<file path="src/rtl/timer_pkg.sv">
// Shared types and constants for the BCD timer datapath.
package timer_pkg;

  // Width of one BCD digit.
  localparam int DIGIT_W = 4;

  // Largest value each digit of a mod-60 value can hold.
  localparam logic [DIGIT_W-1:0] ONES_MAX = 4'd9;
  localparam logic [DIGIT_W-1:0] TENS_MAX = 4'd5;

  // Countdown controller states.
  typedef enum logic [1:0] {
    IDLE = 2'd0,
    RUN  = 2'd1,
    DONE = 2'd2
  } cd_state_t;

endpackage

</file>
<file path="src/rtl/bcd_down_digit.sv">
// One BCD down-counting digit. It wraps from 0 to MAX on a decrement,
// and a preset value above MAX is clamped to MAX when it is loaded.
module bcd_down_digit
  import timer_pkg::*;
#(
  parameter logic [DIGIT_W-1:0] MAX = ONES_MAX
) (
  input  logic               clk,
  input  logic               rst,
  input  logic               dec,
  input  logic               load,
  input  logic [DIGIT_W-1:0] load_val,
  output logic [DIGIT_W-1:0] digit,
  output logic               zero
);

  logic [DIGIT_W-1:0] digit_reg;
  logic [DIGIT_W-1:0] load_clamped;

  assign load_clamped = (load_val > MAX) ? MAX : load_val;

  // Digit register: load has priority over decrement.
  always_ff @(posedge clk) begin
    if (rst) begin
      digit_reg <= '0;
    end else if (load) begin
      digit_reg <= load_clamped;
    end else if (dec) begin
      digit_reg <= (digit_reg == '0) ? MAX : digit_reg - 1'b1;
    end
  end

  assign digit = digit_reg;
  assign zero  = (digit_reg == '0);

endmodule

</file>
<file path="src/rtl/count60_down.sv">
// Two-digit BCD countdown timer (59..00). It either stops at 00 and holds
// done, or wraps to 59 and pulses bo, depending on WRAP.
module count60_down
  import timer_pkg::*;
#(
  parameter bit WRAP = 1'b0
) (
  input  logic       clk,
  input  logic       rst,
  input  logic       en,
  input  logic       load,
  input  logic [3:0] load_ones,
  input  logic [3:0] load_tens,
  input  logic       start,
  input  logic       stop,
  output logic [3:0] count1,
  output logic [3:0] count2,
  output logic       bo,
  output logic       done,
  output logic       busy
);

  cd_state_t state_reg;
  logic      bo_reg;
  logic      done_reg;
  logic      ones_zero;
  logic      tens_zero;
  logic      at_zero;
  logic      at_one;
  logic      run_step;
  logic      dec_ones;
  logic      dec_tens;

  assign at_zero  = ones_zero && tens_zero;
  assign at_one   = (count1 == 4'd1) && tens_zero;

  // A counted tick: RUN, enabled, and not overridden by load or stop.
  assign run_step = (state_reg == RUN) && !load && !stop && en;

  // In stop-at-zero mode the value never moves below 00.
  assign dec_ones = run_step && (WRAP || !at_zero);

  // Tens borrows only when ones rolls over from 0 to 9.
  assign dec_tens = dec_ones && ones_zero;

  bcd_down_digit #(.MAX(ONES_MAX)) u_ones (
    .clk      (clk),
    .rst      (rst),
    .dec      (dec_ones),
    .load     (load),
    .load_val (load_ones),
    .digit    (count1),
    .zero     (ones_zero)
  );

  bcd_down_digit #(.MAX(TENS_MAX)) u_tens (
    .clk      (clk),
    .rst      (rst),
    .dec      (dec_tens),
    .load     (load),
    .load_val (load_tens),
    .digit    (count2),
    .zero     (tens_zero)
  );

  // Control FSM with registered borrow pulse and terminal-count flag.
  always_ff @(posedge clk) begin
    if (rst) begin
      state_reg <= IDLE;
      bo_reg    <= 1'b0;
      done_reg  <= 1'b0;
    end else begin
      bo_reg <= 1'b0;
      if (load) begin
        state_reg <= IDLE;
        done_reg  <= 1'b0;
      end else begin
        case (state_reg)
          IDLE: begin
            if (!stop && start) begin
              if (!WRAP && at_zero) begin
                state_reg <= DONE;
                done_reg  <= 1'b1;
              end else begin
                state_reg <= RUN;
              end
            end
          end
          RUN: begin
            if (stop) begin
              state_reg <= IDLE;
            end else if (en) begin
              if (WRAP && at_zero) begin
                bo_reg <= 1'b1;
              end else if (!WRAP && (at_one || at_zero)) begin
                state_reg <= DONE;
                done_reg  <= 1'b1;
              end
            end
          end
          DONE: begin
            state_reg <= DONE;
          end
          default: begin
            state_reg <= IDLE;
          end
        endcase
      end
    end
  end

  assign bo   = WRAP ? bo_reg : 1'b0;
  assign done = WRAP ? 1'b0 : done_reg;
  assign busy = (state_reg == RUN);

endmodule

</file>
<file path="config.mk">
export PLATFORM = sky130hd
export DESIGN_NAME = count60_down
export DESIGN_NICKNAME = d
export VERILOG_FILES = /design/src/rtl/timer_pkg.sv /design/src/rtl/bcd_down_digit.sv /design/src/rtl/count60_down.sv
export SDC_FILE = /design/constraint.sdc
export NUM_CORES = 1
export LEC_CHECK = 0
export ABC_CLOCK_PERIOD_IN_PS = 1300
export CAP_MARGIN = 20
export CORE_MARGIN = 1
export CORE_UTILIZATION = 37
export CTS_BUF_LIST = sky130_fd_sc_hd__clkbuf_4 sky130_fd_sc_hd__clkbuf_8 sky130_fd_sc_hd__clkbuf_16
export CTS_CLUSTER_SIZE = 12
export DETAILED_ROUTE_END_ITERATION = 7
export GPL_TIMING_DRIVEN = 0
export PLACE_DENSITY_LB_ADDON = 0.1
export SETUP_SLACK_MARGIN = 0.05
export SYNTH_ARGS = -nofsm -noshare
export SYNTH_HDL_FRONTEND = slang
export SYNTH_SLANG_ARGS = --single-unit
</file>
<file path="constraint.sdc">
create_clock -name clk -period 1.3 [get_ports clk]
set_input_delay 0.26 -clock clk [delete_from_list [all_inputs] [get_ports clk]]
set_output_delay 0.26 -clock clk [all_outputs]
set_load 0.01 [all_outputs]
</file>
## Yosys cells after proc, flatten, opt, wreduce, memory -nomap -nowiden

Cells that the tools add are included.

| cells by class | value |
|---|---|
| add/sub/neg operators | 2 |
| magnitude comparators | 2 |
| eq/ne operators | 10 |
| mux-type cells | 20 |
| reduce and logical (&&, ||, !) cells | 21 |

Operators by type and width:

| cell | number |
|---|---|
| 4-bit two-way mux | 8 |
| 2-bit two-way mux | 5 |
| 1-bit logical AND | 8 |
| 4-bit logical NOT | 2 |
| 2-bit != test (second input constant) | 4 |
| 4-bit by 1-bit subtractor with 4-bit output (second input constant) | 2 |
| 2-bit one-hot mux with 3 select lines | 1 |
| 6-bit AND reduction | 1 |
| 2-bit nonzero test | 3 |
| 1-bit two-way mux | 5 |
| 4-bit by 1-bit equality test with 1-bit output (second input constant) | 1 |
| 4-bit by 3-bit greater-than comparator with 1-bit output (second input constant) | 1 |
| 4-bit greater-than comparator (second input constant) | 1 |
| 1-bit logical NOT | 3 |
| 3-bit by 2-bit != test with 1-bit output (second input constant) | 1 |
| 3-bit != test (second input constant) | 1 |
| 3-bit AND reduction | 1 |
| 2-bit by 1-bit equality test with 1-bit output (second input constant) | 1 |
| 2-bit equality test (second input constant) | 1 |
| 2-bit logical NOT | 1 |
| 2-bit by 1-bit != test with 1-bit output (second input constant) | 1 |
| 1-bit one-hot mux with 2 select lines | 1 |
| 2-bit OR reduction | 1 |
| 1-bit logical OR | 1 |

| storage, ports and cells | value |
|---|---|
| flip-flop bits (word level) | 11 |
| bits of input ports | 14 |
| output and inout bits | 11 |
| word-level logic and storage cells | 59 |

## Longest topological paths before layout

| depth | value |
|---|---|
| word-level depth | 8 |
| mapped depth | 4 |
| depth with buffers taken out | 4 |

## Hierarchy

A second synthesis with hierarchy kept.

| unflattened totals | value |
|---|---|
| cells, all modules | 78 |
| area, all modules | 683.2 um^2 |

Modules (own cells, without submodules):

| module | times used | cells each | area each (um^2) | seq. area each (um^2) |
|---|---|---|---|---|
| bcd_down_digit at u_ones | 1 | 27 | 232.7 | 80.1 |
| count60_down | 1 | 29 | 229.0 | 60.1 |
| bcd_down_digit at u_tens | 1 | 22 | 221.5 | 80.1 |

## Worst setup path before layout

OpenSTA, ideal clock, no wires.

| timing path | value |
|---|---|
| kind | register to register |
| from | register u_tens.digit_reg[2], in the netlist u_tens.digit[2] |
| to | register u_tens.digit_reg[0], in the netlist u_tens.digit[0] |
| library setup time | 0.079 ns |
| arrival time | 1.439 ns |
| data required time | 1.221 ns |
| slack | -0.219 ns |
| cell stages (with the launch flop) | 5 |
| period minus slack after synthesis | 1.519 ns |
| cells stage by stage | dfxtp_1 -> or4_1 -> and3_4 -> xnor2_1 -> a211oi_2 |

| between the ends | value |
|---|---|
| cells in the longest elaborated chain, start to end | 6 |
| elaborated cells on any way between the ends | 9 |
| those cells by class | 3 x mux; 6 x reduce/logical |

RTL lines:

| element | RTL line | RTL |
|---|---|---|
| start, declared | bcd_down_digit.sv:17 | `logic [DIGIT_W-1:0] digit_reg;` |
| start signal, assigned | bcd_down_digit.sv:27 | `digit_reg <= load_clamped;` |
| start signal, assigned | bcd_down_digit.sv:29 | `digit_reg <= (digit_reg == '0) ? MAX : digit_reg - 1'b1;` |
| 4-bit logical NOT * | bcd_down_digit.sv:29, bcd_down_digit.sv:34 |  |
| 1-bit logical AND | count60_down.sv:34 | `assign at_zero = ones_zero && tens_zero;` |
| 1-bit logical NOT | count60_down.sv:41 | `assign dec_ones = run_step && (WRAP \|\| !at_zero);` |
| 1-bit logical AND | count60_down.sv:41 |  |
| 1-bit logical AND | count60_down.sv:44 | `assign dec_tens = dec_ones && ones_zero;` |
| 2-bit nonzero test (no line) | n/a |  |

Mark *: on every way between the ends. The rest lies on a longest branch, timed or not. The select of a mux whose other input is x is not followed.
A chain may end at the register's enable or synchronous reset.

## Worst setup path after layout

| timing path | value |
|---|---|
| from | register u_ones.digit_reg[3], in the netlist u_ones.digit[3] |
| to | register u_tens.digit_reg[0], in the netlist u_tens.digit[0] |

| between the ends | value |
|---|---|
| cells in the longest elaborated chain, start to end | 6 |

RTL lines:

| element | RTL line | RTL |
|---|---|---|
| start, declared | bcd_down_digit.sv:17 |  |
| start signal, assigned | bcd_down_digit.sv:27 |  |
| start signal, assigned | bcd_down_digit.sv:29 |  |
| 4-bit logical NOT * | bcd_down_digit.sv:34 | `assign zero = (digit_reg == '0);` |
| 1-bit logical AND | count60_down.sv:34 |  |
| 1-bit logical NOT | count60_down.sv:41 |  |
| 1-bit logical AND | count60_down.sv:41 |  |
| 1-bit logical AND * | count60_down.sv:44 |  |
| 2-bit nonzero test (no line) * | n/a |  |

Mark *: on every way between the ends. The rest lies on a longest branch, timed or not.

==> impl_metrics.csv <==
group,metric,value,unit
run_status,outcome,"finished with violations",
global_route,globalRouteOverflowTotal,0,
detailed_routing,via_per_inst,5.717,
sta,clock_skew,0.004436,ns
sta,timing.final.max_slew_violations,0,
synth,yosys_register_bits,11,
cts,clock_latency,0.26,ns
run_status,failed_checks,"setup timing",
placement,port_buffers,22,
die,total_die_area,1852,um^2
setup_path,worst-endpoint-required,1.43,ns
sta,worst_slack,-0.1866,ns
placement,routability_congestion_estimate,0.8020,
min_path,holdCritPathClass,"input port to flop",
synth,yosysSeqAreaShare,35.34,%
placement,dpl.hpwl,1076,um
setup_path,path_class,"flop to flop",
sta,timing.final.hold_violations,0,
finish,layout.nets,126,
die,die_height,43.04,um
sta,timing.final.setup_violations,9,
synth,ys_async_sr_fraction,0,%
cts,clkTransAtPathRegs,0.07,ns
finish,fin_util,73.21,%
synth,post_synth_instance_area,623.1,um^2
cts,cts-htree-levels,1,
die,fp.dieW,43.04,um
global_route,grt_start_max_net_pins,9,
cts,cts_hold_repair.buffers,0,
setup_path,kind_of_start_point_of_the_critical_path,"flop",
detailed_routing,first_iter_violations,5,
detailed_routing,wl,1742,um
synth,synthesis.nets,86,
setup_path,reg2reg_depth,5,
cts,cts_made_buffers,3,
cts,numClockSinks,11,
global_route,grt_antenna_before_repair,0,
detailed_routing,route.vias.total,726,
synth,syn_inst,72,
setup_path,worstPathArrival,1.62,ns
run,max-cap-violations,0,
setup_path,worstSetupEndpointType,"flop",
cts,clockRootBuffer,"sky130_fd_sc_hd__clkbuf_4",
finish,post_route_cells_drive_above_1_share,49.55,%
synth,ys.warnings.count,0,
setup_path,path_max_fanout,5,
die,cell_rows,14,
min_path,hold-path-cell-count,2,
global_route,first_global_vias,620,
global_route,grt_pass1_wl,2663,um
detailed_routing,drt-wirelength-per-cell,13.72,um
finish,antennaDiodeCount,0,
synth,synth_edf_count,0,
pwr,ir_worst_vdd,0.6384,mV
synth,yosys_most_used_dff,"sky130_fd_sc_hd__dfxtp_1",
die,floorplan.initialDensity,40.42,%
sta,final.min_clock_period,1.487,ns
detailed_routing,drt_pre_antenna_iters,4,
cts,ctsLongestPathBuffers,2,
pwr,p_leak,0.4466,nW
synth,netlist-cell-type-count,38,
sta,fmaxAchievable,0.6727,GHz
global_route,global_route.usage.total,18.84,%
detailed_routing,antenna_violating_nets_post_route,0,
sta,timing.final.crit_share,114.4,%
die,placeableCoreArea,1541,um^2
placement,placed_cells_incl_taps,110,
finish,area_added_between_synthesis_and_finish,81.12,%
finish,fin_cells,127,
cts,cts_tree,"done",
sta,unrepaired_setup_endpoints_after_global_routing,"yes",
pwr,cellPowerDensity,772.9,nW/um^2
synth,syn_area_per_cell,8.654,um^2
die,io_pins,25,
detailed_routing,drc,0,
==> kinds of logic after synthesis <==
group / count (synthesis) / synth area share [%]
AOI/OAI and AO/OA: 22 / 25.70
xor gates and xnor gates: 3 / 4.218
buffers and inverters: 5 / 3.614
DFF: 11 / 35.34
muxes: 1 / 1.807
other: 1 / 0.6018
and+or+nand+nor: 29 / 28.72
==> critical path, stage by stage (launching register included) <==
cell	delay, ns
sky130_fd_sc_hd__dfxtp_4	0.38
sky130_fd_sc_hd__nor4_4	0.40
sky130_fd_sc_hd__buf_4	0.18
sky130_fd_sc_hd__and3_4	0.21
sky130_fd_sc_hd__xnor2_2	0.12
sky130_fd_sc_hd__a211oi_2	0.07
==> cell type report <==
cell class              instances  area [um^2]
repair buffers                 35        301.5
inverters                       3        11.26
flip-flops and latches         11        252.7
multi-input cells              56        501.7
well taps                      16        20.02
fillers                       126        412.9
clock buffers                   4        30.03
plain buffers                   2        11.26
==> power by group <==
part | switching (W) | internal (W) | leakage, nW
combinational | 0.000104 | 0.000137 | 0.332
clock | 0.000111 | 0.000139 | 0.0184
sequential | 0.0000339 | 0.000348 | 0.0964
==> what timing repair did <==
item                       4_1_cts  5_1_grt
setup buffers                    4       10
pin swaps                        6       12
cloned                           0        0
resized for setup               33       25
setup endpoints to repair       21       14
==> metrics by stage <==
step	instance area, um^2	power, W	setup WS (ns)	setup TNS (ns)	hold WS (ns)
2_1_floorplan	646.9	0.0004845	-0.1296	-0.3958	0.3960
3_3_place_gp	887.1	0.0005748	-0.5878	-4.206	0.4483
3_5_place_dp	887.1	0.0005761	-0.5952	-4.293	0.4571
4_1_cts	998.5	0.0008400	-0.1646	-0.8782	0.3638
5_1_grt	1129	0.0009276	-0.2661	-1.775	0.4275
6_report	1129	0.0008723	-0.1866	-0.9905	0.3926
==> path summary, 6_finish.rpt <==
path / from / end / slack (ns)
worst max-delay path: u_ones.digit[3]$_SDFFE_PP0P_ / u_tens.digit[0]$_SDFFE_PP0P_ / -0.19
worst min register to register: done$_SDFFE_PP0P_ / done$_SDFFE_PP0P_ / 0.47
worst max register to register: u_ones.digit[3]$_SDFFE_PP0P_ / u_tens.digit[0]$_SDFFE_PP0P_ / -0.19
worst min-delay path: rst / u_ones.digit[2]$_SDFFE_PP0P_ / 0.39
==> placed cells by master, fill, tap and decap left out, types with 2 or more instances in the layout <==
master                            Yosys  layout
sky130_fd_sc_hd__buf_4                1      14
sky130_fd_sc_hd__clkdlybuf4s50_1      0      10
sky130_fd_sc_hd__dfxtp_4              0       8
sky130_fd_sc_hd__nor2_1              10       7
sky130_fd_sc_hd__dlygate4sd2_1        0       6
sky130_fd_sc_hd__a21oi_1              4       4
sky130_fd_sc_hd__nand2_1              4       4
sky130_fd_sc_hd__clkbuf_4             0       4
sky130_fd_sc_hd__a211oi_2             1       3
sky130_fd_sc_hd__clkdlybuf4s15_1      0       3
sky130_fd_sc_hd__inv_2                0       2
sky130_fd_sc_hd__nor2_4               0       2
sky130_fd_sc_hd__nor3_2               0       2
sky130_fd_sc_hd__xor2_1               2       2
sky130_fd_sc_hd__o21ai_0              2       2
sky130_fd_sc_hd__clkbuf_2             0       2
sky130_fd_sc_hd__dfxtp_2              0       2
==> layer usage <==
layer  up-vias  part of all wire (%)  global-route usage [%]
met3         2                   3.8                   2.553
met1       351                    46                   25.98
met2        15                    49                   29.70
met4         0                  0.57                   7.273
li1        358                     -                       -
met5         -                     0                       0
==> synthesized netlist by cell type (all sizes together), types with 2 or more instances <==
library cell / count / area, um^2
a21oi: 4 / 20.02
inv: 3 / 11.26
dfxtp: 11 / 220.2
a2111oi: 2 / 18.77
nor2: 10 / 37.54
and3: 2 / 17.52
a211oi: 3 / 27.52
o21ai: 4 / 20.02
nor3: 3 / 15.01
nor4: 2 / 27.53
nand2: 4 / 15.01
xor2: 2 / 17.52
o31ai: 2 / 15.01
(Power assumes the default switching activity.)
